`config.mk`:
```
export PLATFORM = sky130hd
export DESIGN_NAME = result_unloader
export DESIGN_NICKNAME = d
export VERILOG_FILES = /design/src/rtl/result_unloader_pkg.sv /design/src/rtl/result_unloader_piso_shifter.sv /design/src/rtl/result_unloader.sv
export SDC_FILE = /design/constraint.sdc
export NUM_CORES = 1
export LEC_CHECK = 0
export CAP_MARGIN = 30
export CORE_ASPECT_RATIO = 1.25
export CORE_MARGIN = 3
export CORE_UTILIZATION = 30
export DETAILED_ROUTE_END_ITERATION = 12
export PLACE_DENSITY = 0.5
export SYNTH_ARGS = -nofsm -noshare
export SYNTH_HDL_FRONTEND = slang
export SYNTH_SLANG_ARGS = --single-unit
```
`constraint.sdc`:
```
create_clock -name clk -period 1.4 [get_ports clk]
set_input_delay 0.28 -clock clk [delete_from_list [all_inputs] [get_ports clk]]
set_output_delay 0.28 -clock clk [all_outputs]
set_load 0.05 [all_outputs]
```
`src/rtl/result_unloader_pkg.sv`:
```
// rtl/result_unloader_pkg.sv - shared types and sizing helpers for the result unloader
package result_unloader_pkg;

   typedef enum logic [1:0] {
      IDLE  = 2'd0,
      SHIFT = 2'd1,
      DONE  = 2'd2
   } state_t;

   function automatic int total_bits(input int cols, input int width);
      return cols * width;
   endfunction

   // Counter must be able to hold TOTAL itself, reached on the final transfer.
   function automatic int cnt_w(input int total);
      return $clog2(total + 1);
   endfunction

endpackage

```
`src/rtl/result_unloader_piso_shifter.sv`:
```
// rtl/result_unloader_piso_shifter.sv - parallel-load shadow register shifted toward its serial end
module piso_shifter #(
   parameter int WIDTH     = 53,
   parameter bit LSB_FIRST = 1'b1
) (
   input  logic             clk,
   input  logic             rst_n,
   input  logic             load_i,
   input  logic [WIDTH-1:0] load_data_i,
   input  logic             shift_i,
   output logic             ser_o
);

   logic [WIDTH-1:0] shadow_q, shadow_d;

   always_comb begin
      shadow_d = shadow_q;
      if (load_i) begin
         shadow_d = load_data_i;
      end else if (shift_i) begin
         shadow_d = LSB_FIRST ? (shadow_q >> 1) : (shadow_q << 1);
      end
   end

   always_ff @(posedge clk or negedge rst_n) begin
      if (!rst_n) begin
         shadow_q <= '0;
      end else begin
         shadow_q <= shadow_d;
      end
   end

   assign ser_o = LSB_FIRST ? shadow_q[0] : shadow_q[WIDTH-1];

endmodule

```
`src/rtl/result_unloader.sv`:
```
// rtl/result_unloader.sv - captures compressor columns and shifts them out serially with parity
module result_unloader
   import result_unloader_pkg::*;
#(
   parameter int NUM_COLS  = 53,
   parameter int COL_WIDTH = 1,
   parameter bit LSB_FIRST = 1'b1
) (
   input  logic                          clk,
   input  logic                          rst_n,
   input  logic [NUM_COLS*COL_WIDTH-1:0] dst_flat,
   input  logic                          capture,
   output logic                          busy,
   output logic                          ser_data,
   output logic                          ser_valid,
   input  logic                          ser_ready,
   output logic                          ser_last,
   output logic                          done,
   output logic                          parity,
   output logic                          overrun
);

   localparam int TOTAL = total_bits(NUM_COLS, COL_WIDTH);
   localparam int CW    = cnt_w(TOTAL);
   localparam logic [CW-1:0] LAST_IDX = CW'(TOTAL - 1);

   state_t        state_q, state_d;
   logic [CW-1:0] cnt_q, cnt_d;
   logic          run_par_q, run_par_d;
   logic          parity_q, parity_d;
   logic          overrun_q, overrun_d;
   logic          in_shift, at_last, xfer, load, shadow_bit;

   assign in_shift = (state_q == SHIFT);
   assign at_last  = (cnt_q == LAST_IDX);
   assign xfer     = in_shift & ser_ready;
   assign load     = (state_q == IDLE) & capture;

   piso_shifter #(
      .WIDTH     (TOTAL),
      .LSB_FIRST (LSB_FIRST)
   ) u_piso (
      .clk         (clk),
      .rst_n       (rst_n),
      .load_i      (load),
      .load_data_i (dst_flat),
      .shift_i     (xfer),
      .ser_o       (shadow_bit)
   );

   always_comb begin
      state_d   = state_q;
      cnt_d     = cnt_q;
      run_par_d = run_par_q;
      parity_d  = parity_q;
      overrun_d = overrun_q;
      case (state_q)
         IDLE: begin
            if (capture) begin
               state_d   = SHIFT;
               cnt_d     = '0;
               run_par_d = 1'b0;
               overrun_d = 1'b0;
            end
         end
         SHIFT: begin
            if (capture) overrun_d = 1'b1;
            if (xfer) begin
               cnt_d     = cnt_q + 1'b1;
               run_par_d = run_par_q ^ shadow_bit;
               // Publish parity on entry to DONE so it is valid alongside the done pulse.
               if (at_last) begin
                  state_d  = DONE;
                  parity_d = run_par_q ^ shadow_bit;
               end
            end
         end
         DONE: begin
            if (capture) overrun_d = 1'b1;
            state_d = IDLE;
         end
         default: state_d = IDLE;
      endcase
   end

   always_ff @(posedge clk or negedge rst_n) begin
      if (!rst_n) begin
         state_q   <= IDLE;
         cnt_q     <= '0;
         run_par_q <= 1'b0;
         parity_q  <= 1'b0;
         overrun_q <= 1'b0;
      end else begin
         state_q   <= state_d;
         cnt_q     <= cnt_d;
         run_par_q <= run_par_d;
         parity_q  <= parity_d;
         overrun_q <= overrun_d;
      end
   end

   // Outputs decode straight from state so an async reset clears them immediately.
   assign busy      = in_shift;
   assign ser_valid = in_shift;
   assign ser_data  = in_shift & shadow_bit;
   assign ser_last  = in_shift & at_last;
   assign done      = (state_q == DONE);
   assign parity    = parity_q;
   assign overrun   = overrun_q;

endmodule

```
==> results.tsv <==
metric	value	unit
R2R setup slack	-240	ps
Post-route DRC	0	
Worst Setup SP	cnt_q[1]$_DFFE_PN0P_	
Max FO, Critical Path	2	
RD Place Congestion	0.7477	
part of the Yosys area used for sequential elements	0.5031	
GRT Total Usage	0.1543	
CP Class	reg2out	
maximum clock insertion buffer count	2	
pre-CTS setup slack	-374.7	ps
Post-synth EDFFs	0	
CTS tree	yes	
core area	0.01021	mm2
Setup crit start kind	flop	
Slew HR	0.7613	
Synth Net Count	368	
Req. time, crit path	1120	ps
Reg clk slew, reported paths	50	ps
Crit. path cell count	5	
Die H	121.2	um
largest area contributor in the netlist	dfrtp_1	
setup violators final	64	
Die W	98.13	um
Area Growth Syn to Fin	63.99	%
dominant cells by area after synthesis	dfrtp_1, mux2i_1, o21ai_0, nand2_1, ha_1	
Fill cells	898	
CP Cell Sequence	inv_2 -> ha_4 -> and3_4 -> and2_4 -> buf_12	
Leak	2.497	nW
Buffers & Inverters on Critical Path	2	
outcome	finished, violations left	
synthesized area per cell	10.44	um2
Die Area	0.01189	mm2
Worst EP arrival	1370	ps
ANT nets after route	0	
Via Count	2578	
final worst slack	-253.5	ps
Synth Flop Type	dfrtp_1	
CP max-delay cell	dfrtp_1	
Async S/R FF share, synth	1.000	
Final Hold Vio Count	0	
WHS	488.2	ps
final wirelength	8715	um
clock skew	2.313	ps
yosys warns	0	
I/O Buffers	63	
Tot Pwr	10.87	mW
grt total ovfl	0	
Slew Limit Fails	0	
vias in the first global route	2775	
VDD IR max	0.8226	mV
WL per Instance	16.08	um
worst slew pin tran	358.1	ps
Crit path max-delay family	flip-flops	
Clk Latency, worst-skew pair	330	ps
first-pass GRT wire length	14320	um
layout cells sized above 1	0.3632	
reg2reg path depth	9	
Seq cells post-synth	64	
pwr dens	2083	mW/mm2
vias per std cell	4.756	
crit-path max cell delay	380	ps
I/O pin cnt	64	
antenna violations before repair	0	
period utilization	1.181	
Antenna Cells	0	
pin count of the biggest net entering global routing	65	
Worst Setup EP	ser_last	
Yosys top cell area share	0.5031	
maxcap violations	0	
failing checks	setup timing	
Num CTS Buffers	9	
Min-Delay Path Class	reg2reg	
Syn Inst Count	305	
f_max	0.6048	GHz
H-tree levels	3	
Initial Utilization	0.3118	
r2r endpoint	u_piso.shadow_q[8]$_DFFE_PN0P_	
Synth Cell Area	0.003183	mm2
post-synth cell types	38	
CTS sink cnt	64	
Final min period	1654	ps
unrepaired setup endpoints after global routing	true	
DRC violation total after the first TritonRoute iteration	89	
Worst R2R Start	state_q[0]$_DFFE_PN0P_	
post-DP HPWL	4777	um
nature of the critical path endpoint	output port	
1st-pass router iterations	4	
Clock Tree Root	clkbuf_16	
nets	472	
Core Rows	41	
-- Yosys cell counts, types with 2 or more instances --
cell type,number
ha_1,6
buf_4,3
clkbuf_1,4
and2_1,2
o21ai_1,12
nand2_1,54
nand4_1,3
o211a_1,2
a22o_1,3
nand2b_1,2
nand3_1,3
nor2_1,6
mux2i_1,52
xor2_1,3
buf_2,9
a31oi_1,3
inv_1,5
o21ai_0,44
a21oi_1,3
dfrtp_1,64
buf_6,5
-- how the worst min path moves through the flow --
stage,endpoint,slack (ps),cells after the start,start
global placement,cnt_q[2]$_DFFE_PN0P_,330,2,rst_n
finish,u_piso.shadow_q[13]$_DFFE_PN0P_,490,2,u_piso.shadow_q[13]$_DFFE_PN0P_
CTS,u_piso.shadow_q[25]$_DFFE_PN0P_,480,2,u_piso.shadow_q[25]$_DFFE_PN0P_
floorplan,cnt_q[0]$_DFFE_PN0P_,-20,0,rst_n
detailed placement,cnt_q[2]$_DFFE_PN0P_,330,2,rst_n
global route,u_piso.shadow_q[25]$_DFFE_PN0P_,510,2,u_piso.shadow_q[25]$_DFFE_PN0P_
-- report_power, final --
part | total, mW | internal (mW) | switching (mW)
logic | 5.58 | 2.95 | 2.63
clock network | 2.20 | 1.41 | 0.793
registers | 3.10 | 2.58 | 0.513
total | 10.9 | 6.94 | 3.93
-- metal layers --
metal  vias up  wire (um)  GRT usage
li1       1275          -          -
met1      1237       4044     0.2072
met2        54       4207     0.2419
met3        12        277    0.02358
met4         0        186    0.07857
met5         -          0          0
-- state kept, by name, summed over array words and instances, names as in the netlist --
signal           flops
cnt_q                6
u_piso.shadow_q     53
parity               1
run_par_q            1
state_q              2
overrun              1
-- worst register-to-register path, delay by kind of cell, from the launching register on --
kind                     cells  cell delay (ps)
flip-flops                   1              410
buffers and inverters        5              700
adder cells (fa/ha/maj)      1              170
AO/OA/AOI/OAI                2              230
AND/OR/NAND/NOR              1               50
-- area by class of cell --
class / instances / area, um2 / share of cell area
inverter: 5 / 18.77 / 0.003595
sequential: 64 / 1602 / 0.3068
multi-input combinational: 214 / 1778 / 0.3406
clock inverter: 4 / 45.04 / 0.008629
timing repair buffer: 115 / 1373 / 0.2629
tap: 129 / 161.4 / 0.03092
clock buffer: 11 / 242.7 / 0.04650
-- cell families after synthesis --
kind of cell,Yosys count,synth area share
AO/OA/AOI/OAI,74,0.1348
XOR/XNOR,4,0.01101
adder cells (fa/ha/maj),6,0.02358
buffers and inverters,27,0.05110
flip-flops,64,0.5031
multiplexers,53,0.1682
AND/OR/NAND/NOR,77,0.1081
-- per-stage QoR --
step,util,instances,TNS (ps),area [um2]
floorplan,-,305,-6884,3264
global placement,0.4126,502,-19180,4212
detailed placement,0.4126,502,-19560,4212
CTS,0.5095,546,-13540,5201
global route,0.5113,542,-14390,5220
finish,0.5113,542,-9376,5220
-- cells in the final DEF (no fill, tap or decap), types with 2 or more instances in the layout --
master           synthesis  routed
nand2_4                  1       9
clkinv_2                 0       3
buf_4                    3      20
xor2_1                   3       3
nand2_2                  0      15
mux2i_2                  0       3
buf_6                    5      13
nor2_1                   6       5
clkdlybuf4s50_1          0      55
buf_8                    0       2
o21ai_2                  0      23
a22o_1                   3       3
and2_4                   1       3
buf_12                   0      20
nand4_1                  3       3
ha_4                     0       4
nand2b_4                 0       2
inv_2                    0       5
nand3_1                  3       2
o21ai_4                  0       2
o21ai_1                 12      30
o211a_1                  2       2
clkbuf_16                0      10
mux2i_1                 52      49
buf_16                   0       2
a21oi_1                  3       3
dfrtp_1                 64      64
nand2_1                 54      31
-- repair_timing --
item / CTS / global route
pin swaps: 29 / 5
endpoints found under the hold margin: 64 / 0
endpoints found under the setup margin: 65 / 67
hold buffers: 1 / 0
gates resized for setup: 70 / 39
setup buffers: 18 / 3
cloned: 10 / 2
Note: power is estimated with default switching activity, not from simulation.
==> variant (same settings) <==
Encoding of `state_t`: now one-hot (3 bits for 3 states).
--- a/src/rtl/result_unloader_pkg.sv
+++ b/src/rtl/result_unloader_pkg.sv
@@ -3,6 +3,6 @@
 
-   typedef enum logic [1:0] {
-      IDLE  = 2'd0,
-      SHIFT = 2'd1,
-      DONE  = 2'd2
+   typedef enum logic [2:0] {
+      IDLE  = 3'b001,
+      SHIFT = 3'b010,
+      DONE  = 3'b100
    } state_t;
Function: same outputs for any inputs over 10 cycles, from zero or initial values and one cycle with rst_n low; not proved beyond that.
==> variant against the unedited design <==
Routed wire length rose by 21%; global-route usage rose by 2.9 points; critical path type is now flop to flop; sequential cell count rose by 1; hold slack improved by 0.0096 ns; worst setup slack got worse by 0.14 ns; sequential share of layout area fell by 2.8 points; cell area rose by 12%; synthesized area fell by 2.4%; the flow still finishes with violations (setup timing); power rose by 14%; highest routed layer unchanged.
==> variant: results (changes against the unedited design) <==
[run_status]
status = complete, but fails checks  ; unchanged
violations = setup timing  ; unchanged

[cts]
cts_resized = 83  ; was 70
cts_inserted_buffers = 9  ; unchanged
cts_setup_buffers = 30  ; was 18

[pwr]
p_leak_nw = 2.42  ; was 2.50 nW
pwr-share-comb_pct = 54.6  ; was 51.3%
peakVddDrop_mv = 0.974  ; was 0.823 mV
seq_power_mw = 3.36  ; was 3.10 mW
intPower_mw = 7.86  ; was 6.94 mW
p_comb_mw = 6.74  ; was 5.58 mW

[layout]
largest_registers = u_piso.shadow_q (53), cnt_q (6), state_q (3)  ; was u_piso.shadow_q (53), cnt_q (6), state_q (2)
nets = 544  ; was 472
layout-drive-gt1-share_pct = 39.2  ; was 36.3%

[global_routing]
grt_first_pass_wirelength_mm = 17.3  ; was 14.3 mm
met1_usage_pct = 22.2  ; was 20.7%
grt.met2_usage_pct = 31.9  ; was 24.2%
met3_usage_pct = 4.65  ; was 2.36%
grt_pass1_vias = 3443  ; was 2775
grtUsageTotal_pct = 18.3  ; was 15.4%
grt_start_max_net_pins = 66  ; was 65

[timing]
holdWs_ns = 0.498  ; was 0.488 ns
worst_slew_pin_slew_ns = 0.364  ; was 0.358 ns
setup_violations = 67  ; was 64
finalClockSkew_ns = 0.00787  ; was 0.00231 ns
layout_setup_ws_ns = -0.396  ; was -0.254 ns
setup_tns_ns = -20.06  ; was -9.38 ns

[yosys]
syn-num-nets = 418  ; was 368
seq_area_frac_synth_pct = 52.4  ; was 50.3%
syn_inst = 359  ; was 305
netlist_top_cells_area = dfrtp_1 (52%), nand2_1 (13%), a31oi_1 (11%)  ; was dfrtp_1 (50%), mux2i_1 (16%), o21ai_0 (6.9%)
synth_commonest_cells = nand2_1 (111), dfrtp_1 (64), a31oi_1 (55)  ; was dfrtp_1 (64), nand2_1 (54), mux2i_1 (52)
synth.distinct_cells = 35  ; was 38

[worst_setup_path]
arrival_ns = 2.04  ; was 1.37 ns
cp_slowest_cell = dfstp_2  ; was dfrtp_1
r2r_cells = 9  ; unchanged
crit_fanout = 5  ; was 2
critPathLaunch = state_q[0]  ; was cnt_q[1]
critPathMaxStageDelay_ns = 0.55  ; was 0.38 ns

[placed_design]
placed_cells = 549  ; was 502
placed_cell_area_mm2 = 0.00421  ; about the same
place_hpwl_mm = 5.44  ; was 4.78 mm
pre_cts_slack_ns = -0.451  ; was -0.375 ns
gp_congestion = 0.812  ; was 0.748

[drt]
wl_met3_um = 397  ; was 277 um
viasPerCell = 5.17  ; was 4.76
vias = 3186  ; was 2578
wl_met1_mm = 4.52  ; was 4.04 mm
drt-initial-drc-count = 168  ; was 89

[hold_path]
hp-class = input pin to asynchronous set/reset pin  ; was flop to flop

## variant: cell count changes in the layout (fill, tap and decap cells not counted), sizes merged, moves of 29 or more
| cell | delta |
|---|---|
| buf | +29 |
| nor3 | +51 |
| mux2i | -52 |
| a31oi | +52 |
| nand2 | +56 |
| o21ai | -53 |
## variant: logic make-up (layout without fill, tap and decap cells)
group                      Yosys count  after routing  share of synthesized area (%)
and+or+nand+nor                    186            186                           26.6
AOI/OAI and AO/OA                   66             66                           13.6
DFF                                 65             65                           52.4
buffers and inverters               37            168                           5.64
adders and majority gates            2              2                          0.805
xor gates and xnor gates             2              2                          0.564
muxes                                1              1                          0.362
## variant: final cells by class
class,instances,area [um^2]
fillers,839,4010
repair buffers,147,1950
multi-input cells,257,1800
flip-flops and latches,65,1630
clock buffers,10,239
well taps,126,158
clock inverters,6,57.6
inverters,5,18.8
